<file path="config.mk">
export PLATFORM = sky130hd
export DESIGN_NAME = multicycle_controller
export DESIGN_NICKNAME = d
export VERILOG_FILES = /design/src/rtl/mips_pkg.sv /design/src/rtl/aludec.sv /design/src/rtl/multicycle_controller.sv
export SDC_FILE = /design/constraint.sdc
export NUM_CORES = 1
export LEC_CHECK = 0
export ABC_AREA = 1
export CAP_MARGIN = 20
export CORE_MARGIN = 1
export CORE_UTILIZATION = 36
export DETAILED_ROUTE_END_ITERATION = 8
export GPL_ROUTABILITY_DRIVEN = 0
export PLACE_DENSITY = 0.83
export SYNTH_ARGS = -nofsm -noshare
export SYNTH_HDL_FRONTEND = slang
export SYNTH_SLANG_ARGS = --single-unit
</file>
<file path="constraint.sdc">
create_clock -name clk -period 2.3 [get_ports clk]
set_clock_uncertainty 0.1 [all_clocks]
set_input_delay 0.69 -clock clk [delete_from_list [all_inputs] [get_ports clk]]
set_output_delay 0.69 -clock clk [all_outputs]
set_load 0.1 [all_outputs]
</file>
<file path="src/rtl/mips_pkg.sv">
// Shared MIPS encodings: opcodes, functs, ALU codes, controller states and mux selects.
package mips_pkg;

  localparam int unsigned OP_W     = 6;
  localparam int unsigned FUNCT_W  = 6;
  localparam int unsigned ALUCTL_W = 3;
  localparam int unsigned ALUOP_W  = 2;
  localparam int unsigned SEL_W    = 2;

  localparam logic [OP_W-1:0] OP_RTYPE = 6'b000000;
  localparam logic [OP_W-1:0] OP_LW    = 6'b100011;
  localparam logic [OP_W-1:0] OP_SW    = 6'b101011;
  localparam logic [OP_W-1:0] OP_BEQ   = 6'b000100;
  localparam logic [OP_W-1:0] OP_ADDI  = 6'b001000;
  localparam logic [OP_W-1:0] OP_J     = 6'b000010;
  localparam logic [OP_W-1:0] OP_BNE   = 6'b000101;

  localparam logic [FUNCT_W-1:0] FUNCT_ADD = 6'b100000;
  localparam logic [FUNCT_W-1:0] FUNCT_SUB = 6'b100010;
  localparam logic [FUNCT_W-1:0] FUNCT_AND = 6'b100100;
  localparam logic [FUNCT_W-1:0] FUNCT_OR  = 6'b100101;
  localparam logic [FUNCT_W-1:0] FUNCT_SLT = 6'b101010;

  localparam logic [ALUCTL_W-1:0] ALU_AND = 3'b000;
  localparam logic [ALUCTL_W-1:0] ALU_OR  = 3'b001;
  localparam logic [ALUCTL_W-1:0] ALU_ADD = 3'b010;
  localparam logic [ALUCTL_W-1:0] ALU_SUB = 3'b110;
  localparam logic [ALUCTL_W-1:0] ALU_SLT = 3'b111;

  localparam logic [ALUOP_W-1:0] ALUOP_ADD   = 2'b00;
  localparam logic [ALUOP_W-1:0] ALUOP_SUB   = 2'b01;
  localparam logic [ALUOP_W-1:0] ALUOP_FUNCT = 2'b10;

  localparam logic [SEL_W-1:0] ALUSRCB_B      = 2'b00;
  localparam logic [SEL_W-1:0] ALUSRCB_FOUR   = 2'b01;
  localparam logic [SEL_W-1:0] ALUSRCB_IMM    = 2'b10;
  localparam logic [SEL_W-1:0] ALUSRCB_IMMSH2 = 2'b11;

  localparam logic [SEL_W-1:0] PCSRC_ALURESULT = 2'b00;
  localparam logic [SEL_W-1:0] PCSRC_ALUOUT    = 2'b01;
  localparam logic [SEL_W-1:0] PCSRC_JUMP      = 2'b10;

  typedef enum logic [3:0] {
    S_FETCH   = 4'd0,
    S_DECODE  = 4'd1,
    S_MEMADR  = 4'd2,
    S_MEMRD   = 4'd3,
    S_MEMWB   = 4'd4,
    S_MEMWR   = 4'd5,
    S_RTYPEEX = 4'd6,
    S_RTYPEWB = 4'd7,
    S_BEQEX   = 4'd8,
    S_ADDIEX  = 4'd9,
    S_ADDIWB  = 4'd10,
    S_JEX     = 4'd11,
    S_BNEEX   = 4'd12
  } state_t;

endpackage

</file>
<file path="src/rtl/aludec.sv">
// ALU decoder: maps aluop and funct to the ALU control code.
module aludec
  import mips_pkg::*;
(
  input  logic [ALUOP_W-1:0]  aluop,
  input  logic [FUNCT_W-1:0]  funct,
  output logic [ALUCTL_W-1:0] alucontrol
);

  always_comb begin
    alucontrol = ALU_ADD;
    case (aluop)
      ALUOP_ADD: alucontrol = ALU_ADD;
      ALUOP_SUB: alucontrol = ALU_SUB;
      ALUOP_FUNCT: begin
        case (funct)
          FUNCT_ADD: alucontrol = ALU_ADD;
          FUNCT_SUB: alucontrol = ALU_SUB;
          FUNCT_AND: alucontrol = ALU_AND;
          FUNCT_OR:  alucontrol = ALU_OR;
          FUNCT_SLT: alucontrol = ALU_SLT;
          default:   alucontrol = ALU_ADD;
        endcase
      end
      default: alucontrol = ALU_ADD;
    endcase
  end

endmodule

</file>
<file path="src/rtl/multicycle_controller.sv">
// Moore control FSM for the multicycle MIPS datapath.
// Define BNE_EN to add the bne instruction (BNEEX state).
module multicycle_controller
  import mips_pkg::*;
#(
  parameter int unsigned STATE_W = 4
) (
  input  logic                clk,
  input  logic                reset,
  input  logic [OP_W-1:0]     op,
  input  logic [FUNCT_W-1:0]  funct,
  input  logic                zero,
  output logic                iord,
  output logic                memwrite,
  output logic                irwrite,
  output logic                regdst,
  output logic                memtoreg,
  output logic                regwrite,
  output logic                alusrca,
  output logic [SEL_W-1:0]    alusrcb,
  output logic [SEL_W-1:0]    pcsrc,
  output logic [ALUCTL_W-1:0] alucontrol,
  output logic                pcen,
  output logic [STATE_W-1:0]  state
);

  state_t             state_q;
  state_t             state_n;
  state_t             out_state;
  logic [ALUOP_W-1:0] aluop;
  logic               pcwrite;
  logic               branch;
  logic               bne;
  logic               irwrite_raw;
  logic               regwrite_raw;
  logic               memwrite_raw;

  always_ff @(posedge clk) begin
    if (reset) state_q <= S_FETCH;
    else       state_q <= state_n;
  end

  always_comb begin
    state_n = S_FETCH;
    case (state_q)
      S_FETCH:  state_n = S_DECODE;
      S_DECODE: begin
        case (op)
          OP_LW, OP_SW: state_n = S_MEMADR;
          OP_RTYPE:     state_n = S_RTYPEEX;
          OP_BEQ:       state_n = S_BEQEX;
          OP_ADDI:      state_n = S_ADDIEX;
          OP_J:         state_n = S_JEX;
`ifdef BNE_EN
          OP_BNE:       state_n = S_BNEEX;
`endif
          default:      state_n = S_FETCH;
        endcase
      end
      S_MEMADR:  state_n = (op == OP_LW) ? S_MEMRD : S_MEMWR;
      S_MEMRD:   state_n = S_MEMWB;
      S_RTYPEEX: state_n = S_RTYPEWB;
      S_ADDIEX:  state_n = S_ADDIWB;
      default:   state_n = S_FETCH;
    endcase
  end

  // While reset is held the decode shows FETCH; write enables are gated below.
  assign out_state = reset ? S_FETCH : state_q;

  always_comb begin
    iord         = 1'b0;
    memwrite_raw = 1'b0;
    irwrite_raw  = 1'b0;
    regdst       = 1'b0;
    memtoreg     = 1'b0;
    regwrite_raw = 1'b0;
    alusrca      = 1'b0;
    alusrcb      = ALUSRCB_B;
    pcsrc        = PCSRC_ALURESULT;
    aluop        = ALUOP_ADD;
    pcwrite      = 1'b0;
    branch       = 1'b0;
    bne          = 1'b0;
    case (out_state)
      S_FETCH: begin
        alusrcb     = ALUSRCB_FOUR;
        irwrite_raw = 1'b1;
        pcwrite     = 1'b1;
      end
      S_DECODE: alusrcb = ALUSRCB_IMMSH2;
      S_MEMADR: begin
        alusrca = 1'b1;
        alusrcb = ALUSRCB_IMM;
      end
      S_MEMRD: iord = 1'b1;
      S_MEMWB: begin
        memtoreg     = 1'b1;
        regwrite_raw = 1'b1;
      end
      S_MEMWR: begin
        iord         = 1'b1;
        memwrite_raw = 1'b1;
      end
      S_RTYPEEX: begin
        alusrca = 1'b1;
        aluop   = ALUOP_FUNCT;
      end
      S_RTYPEWB: begin
        regdst       = 1'b1;
        regwrite_raw = 1'b1;
      end
      S_BEQEX: begin
        alusrca = 1'b1;
        aluop   = ALUOP_SUB;
        pcsrc   = PCSRC_ALUOUT;
        branch  = 1'b1;
      end
`ifdef BNE_EN
      S_BNEEX: begin
        alusrca = 1'b1;
        aluop   = ALUOP_SUB;
        pcsrc   = PCSRC_ALUOUT;
        bne     = 1'b1;
      end
`endif
      S_ADDIEX: begin
        alusrca = 1'b1;
        alusrcb = ALUSRCB_IMM;
      end
      S_ADDIWB: regwrite_raw = 1'b1;
      S_JEX: begin
        pcsrc   = PCSRC_JUMP;
        pcwrite = 1'b1;
      end
      default: ;
    endcase
  end

  assign irwrite  = irwrite_raw  & ~reset;
  assign regwrite = regwrite_raw & ~reset;
  assign memwrite = memwrite_raw & ~reset;

`ifdef BNE_EN
  assign pcen = (pcwrite | (branch & zero) | (bne & ~zero)) & ~reset;
`else
  assign pcen = (pcwrite | (branch & zero)) & ~reset;
  logic unused_bne;
  assign unused_bne = bne;
`endif

  assign state = STATE_W'(state_q);

  aludec u_aludec (
    .aluop      (aluop),
    .funct      (funct),
    .alucontrol (alucontrol)
  );

endmodule

</file>
==> results.txt, run 1 <==
Yosys Warn Count -> 0
Mapped Avg Cell Area -> 5.42 um2
outcome -> aborted with a tool error
Syn Inst Count -> 105
std cell rows -> 13
Seq cells post-synth -> 4
Die Wd -> 41.8 um
Die Ht -> 41.8 um
initial core utilization -> 41.2%
port bufs -> 33
Mapped Nets -> 122
Seq/Total Area, Yosys -> 14.1%
stopping stage -> 3_5_place_dp
synthesized cell area -> 569 um2
# IOs -> 34
error msg -> [ERROR DPL-0038] Utilization greater than 100%, impossible to legalize
Yosys cell types -> 19
## cell families after synthesis
family | after synthesis | share of synthesized area [%]
buffers and inverters | 22 | 15.2
AOI/OAI and AO/OA | 9 | 9.23
adders and majority gates | 2 | 4.39
and+or+nand+nor | 68 | 57.1
DFF | 4 | 14.1
## through the flow
step	setup TNS [ns]	std cells	cell area [um2]	hold WS (ns)
floorplan	-3.25	105	771	0.614
global placement	-7.80	172	1450	0.524
## cell usage after synthesis (all sizes together)
library cell | instances | area [um2]
nor3 | 1 | 5.00
dfxtp | 4 | 80.1
o21ai | 3 | 18.8
nand3b | 1 | 7.51
nand2 | 19 | 71.3
ha | 2 | 25.0
o31ai | 1 | 7.51
nand4 | 2 | 12.5
a21oi | 4 | 20.0
o22ai | 1 | 6.26
nand3 | 18 | 95.1
buf | 1 | 7.51
nor2 | 27 | 134
inv | 21 | 78.8
==> run 2: changes to the inputs <==
--- a/config.mk
+++ b/config.mk
@@ -7,11 +7,11 @@
 export LEC_CHECK = 0
 export ABC_AREA = 1
 export CAP_MARGIN = 20
-export CORE_MARGIN = 1
-export CORE_UTILIZATION = 36
+export CORE_AREA = 2 2 63 65
 export DETAILED_ROUTE_END_ITERATION = 8
+export DIE_AREA = 0 0 65 67
 export GPL_ROUTABILITY_DRIVEN = 0
-export PLACE_DENSITY = 0.83
+export PLACE_DENSITY_LB_ADDON = 0.15
 export SYNTH_ARGS = -nofsm -noshare
 export SYNTH_HDL_FRONTEND = slang
 export SYNTH_SLANG_ARGS = --single-unit
==> run 2 against run 1 <==
The flow now finishes, with violations (setup timing). Area after synthesis stayed put. Synthesized cell count unchanged.
==> results.txt, run 2 <==
Die Ht -> 67 um (was 41.8 um)
critical path class -> in -> out
Clock Path Buffers -> 2
antenna violations before repair -> 0
Slew Limit Fails -> 0
Yosys cell types -> 19 (unchanged)
fin crit period -> 2.61 ns
Fill cells -> 354
dominant cell type by area after synthesis -> nand3_1 (unchanged)
failing checks -> setup timing
max reg flops -> 4
pwr dens -> 246 nW/um2
delay-heaviest family, CP -> buffers and inverters
WP buf/inv -> 5
Syn Inst Count -> 105 (unchanged)
# IOs -> 34 (unchanged)
most common cell in the synthesized netlist -> nor2_1 (unchanged)
WL per Instance -> 10.1 um
Worst VDD drop -> 227 uV
std cell rows -> 22 (was 13)
ANT cells -> 0
Synth top cells by count -> nor2_1, nand2_1, nand3_1, inv_1, inv_2 (unchanged)
CP Launch Type -> primary input
commonest non-fill, non-tap cells in the layout -> buf_4, buf_12, nor2_1
area of the multi-input gates -> 641 um2
DP Cell Count -> 210
Hold Fails Final Rpt -> 0
Final period util -> 114%
initial core utilization -> 15.8% (was 41.2%)
final wirelength -> 2.24 mm
Area Growth Syn to Fin -> 210%
DRC -> 0
CP endpoint kind -> output pin
Async SR Flop Fraction -> 0% (unchanged)
Least-Margin Pin Slew -> 0.248 ns
port bufs -> 33 (unchanged)
outcome -> complete, but fails checks (was aborted with a tool error)
Setup WS post-layout -> -0.311 ns
Finished Layout Cells -> 221
Max Freq -> 383 MHz
unrepaired setup endpoints after global routing -> true
initial DRC count -> 8
max_slew headroom -> 83.4%
pin count of the biggest net entering global routing -> 6
pre-CTS WS -> -0.921 ns
synthesized cell area -> 569 um2 (unchanged)
Critical Path Most Common Cell -> buf_12
Storage cell area -> 95.1 um2
number of global-route vias before repair -> 988
Mapped Nets -> 122 (unchanged)
CTS tree -> done
Seq/Total Area, Yosys -> 14.1% (unchanged)
Most used DFF post-synth -> dfxtp_1 (unchanged)
Worst-Skew Late Latency -> 0.22 ns
drt pass-1 iters -> 3
Clock transition at path regs -> 0.03 ns
via count -> 906
WP data required -> 1.51 ns
crit path cell chain -> buf_8, buf_12, inv_16, nand3_4, nor2_4, ha_4, buf_6, a21oi_4, buf_12
Yosys Warn Count -> 0 (unchanged)
CTS buffer count -> 3
vias per cell -> 4.10
slowest stage delay, CP -> 0.22 ns
Hold WC Path Type -> reg -> reg
H-tree depth -> 1
root buf cell -> clkbuf_8
share of cells above drive strength 1 -> 57.2%
critical path peak fanout -> 4
number of nets in the layout -> 192
first-pass GRT wire length -> 4.17 mm
Worst Path Arrival -> 1.82 ns
full die area -> 4360 um2
global route overflow -> 0
total global-route track usage -> 12.2%
setup violators final -> 12
Post-synth EDFFs -> 0 (unchanged)
crit path max-delay cell type -> ha_4
Post-DRT Antenna Nets -> 0
Seq cells post-synth -> 4 (unchanged)
reg2reg setup slack -> 1.03 ns
area share of the largest cell type after synthesis -> 14.9% (unchanged)
DP HPWL -> 1.84 mm
clk sinks -> 4
Die Wd -> 65 um (was 41.8 um)
core area -> 3610 um2
max cap viols -> 0
Synth area leaders -> nand3_1, dfxtp_1, nor2_1 (unchanged)
CTS Hold Bufs -> 0
Mapped Avg Cell Area -> 5.42 um2 (unchanged)
Pleak -> 0.000760 uW
## run 2: cell counts after synthesis
No cell type changed its count.
## run 2: power by group
part	internal [uW]	switching [uW]	leakage [uW]
Combinational	90.9	117	0.000703
Sequential	69.2	5.40	0.0000355
Clock	112	39.4	0.0000216
Total	272	162	0.000760
## run 2: worst paths after layout
path                       start                  end  depth (start not counted)
min reg2reg  state[3]$_SDFF_PP0_  state[3]$_SDFF_PP0_                          2
min          state[3]$_SDFF_PP0_  state[3]$_SDFF_PP0_                          2
max                        reset        alucontrol[2]                          9
max reg2reg  state[2]$_SDFF_PP0_  state[3]$_SDFF_PP0_                          7
## run 2: layer usage
layer / GRT usage, % / vias to the layer above / part of all wire (%)
met5: 0 / - / 0
met4: 5.59 / 0 / 1.6
met3: 1.52 / 3 / 5.1
met2: 22.9 / 24 / 53
met1: 13.5 / 403 / 40
li1: - / 476 / -
## run 2: area by class of cell
cell class	instances	share of cell area, %
multi-input cells	79	36.3
well taps	48	3.40
repair buffers	66	47.0
inverters	21	5.53
clock buffers	3	2.34
flip-flops and latches	4	5.39
## run 2: stage by stage
| step | utilization, % | total power (uW) | area [um2] | setup TNS (ns) | hold WS, ns |
|---|---|---|---|---|---|
| finish | 48.9 | 434 | 1760 | -2.02 | 0.535 |
| CTS | 46.9 | 428 | 1690 | -2.45 | 0.545 |
| floorplan | - | 177 | 771 | -3.25 | 0.614 |
| detailed placement | 42.6 | 262 | 1540 | -9.66 | 0.537 |
| global placement | 42.6 | 261 | 1540 | -9.17 | 0.535 |
| global route | 48.9 | 461 | 1760 | -2.58 | 0.578 |
## run 2: kinds of logic after synthesis
group	after synthesis	share of synthesized area, %
buffers and inverters	22	15.2
AND/OR/NAND/NOR	68	57.1
AO/OA/AOI/OAI	9	9.23
flip-flops	4	14.1
adder cells (fa/ha/maj)	2	4.39
## run 2: worst min-delay path, delay by kind of cell, from the launching register on
kind            cells  cell delay (ns)
flops               1             0.37
simple gates        1             0.14
compound gates      1             0.08
## run 2: what timing repair did
item,4_1_cts,5_1_grt
gates resized for setup,26,17
buffers inserted,7,5
pin swaps,10,8
setup endpoints to repair,15,14
Power figures use the tool's default switching activity.
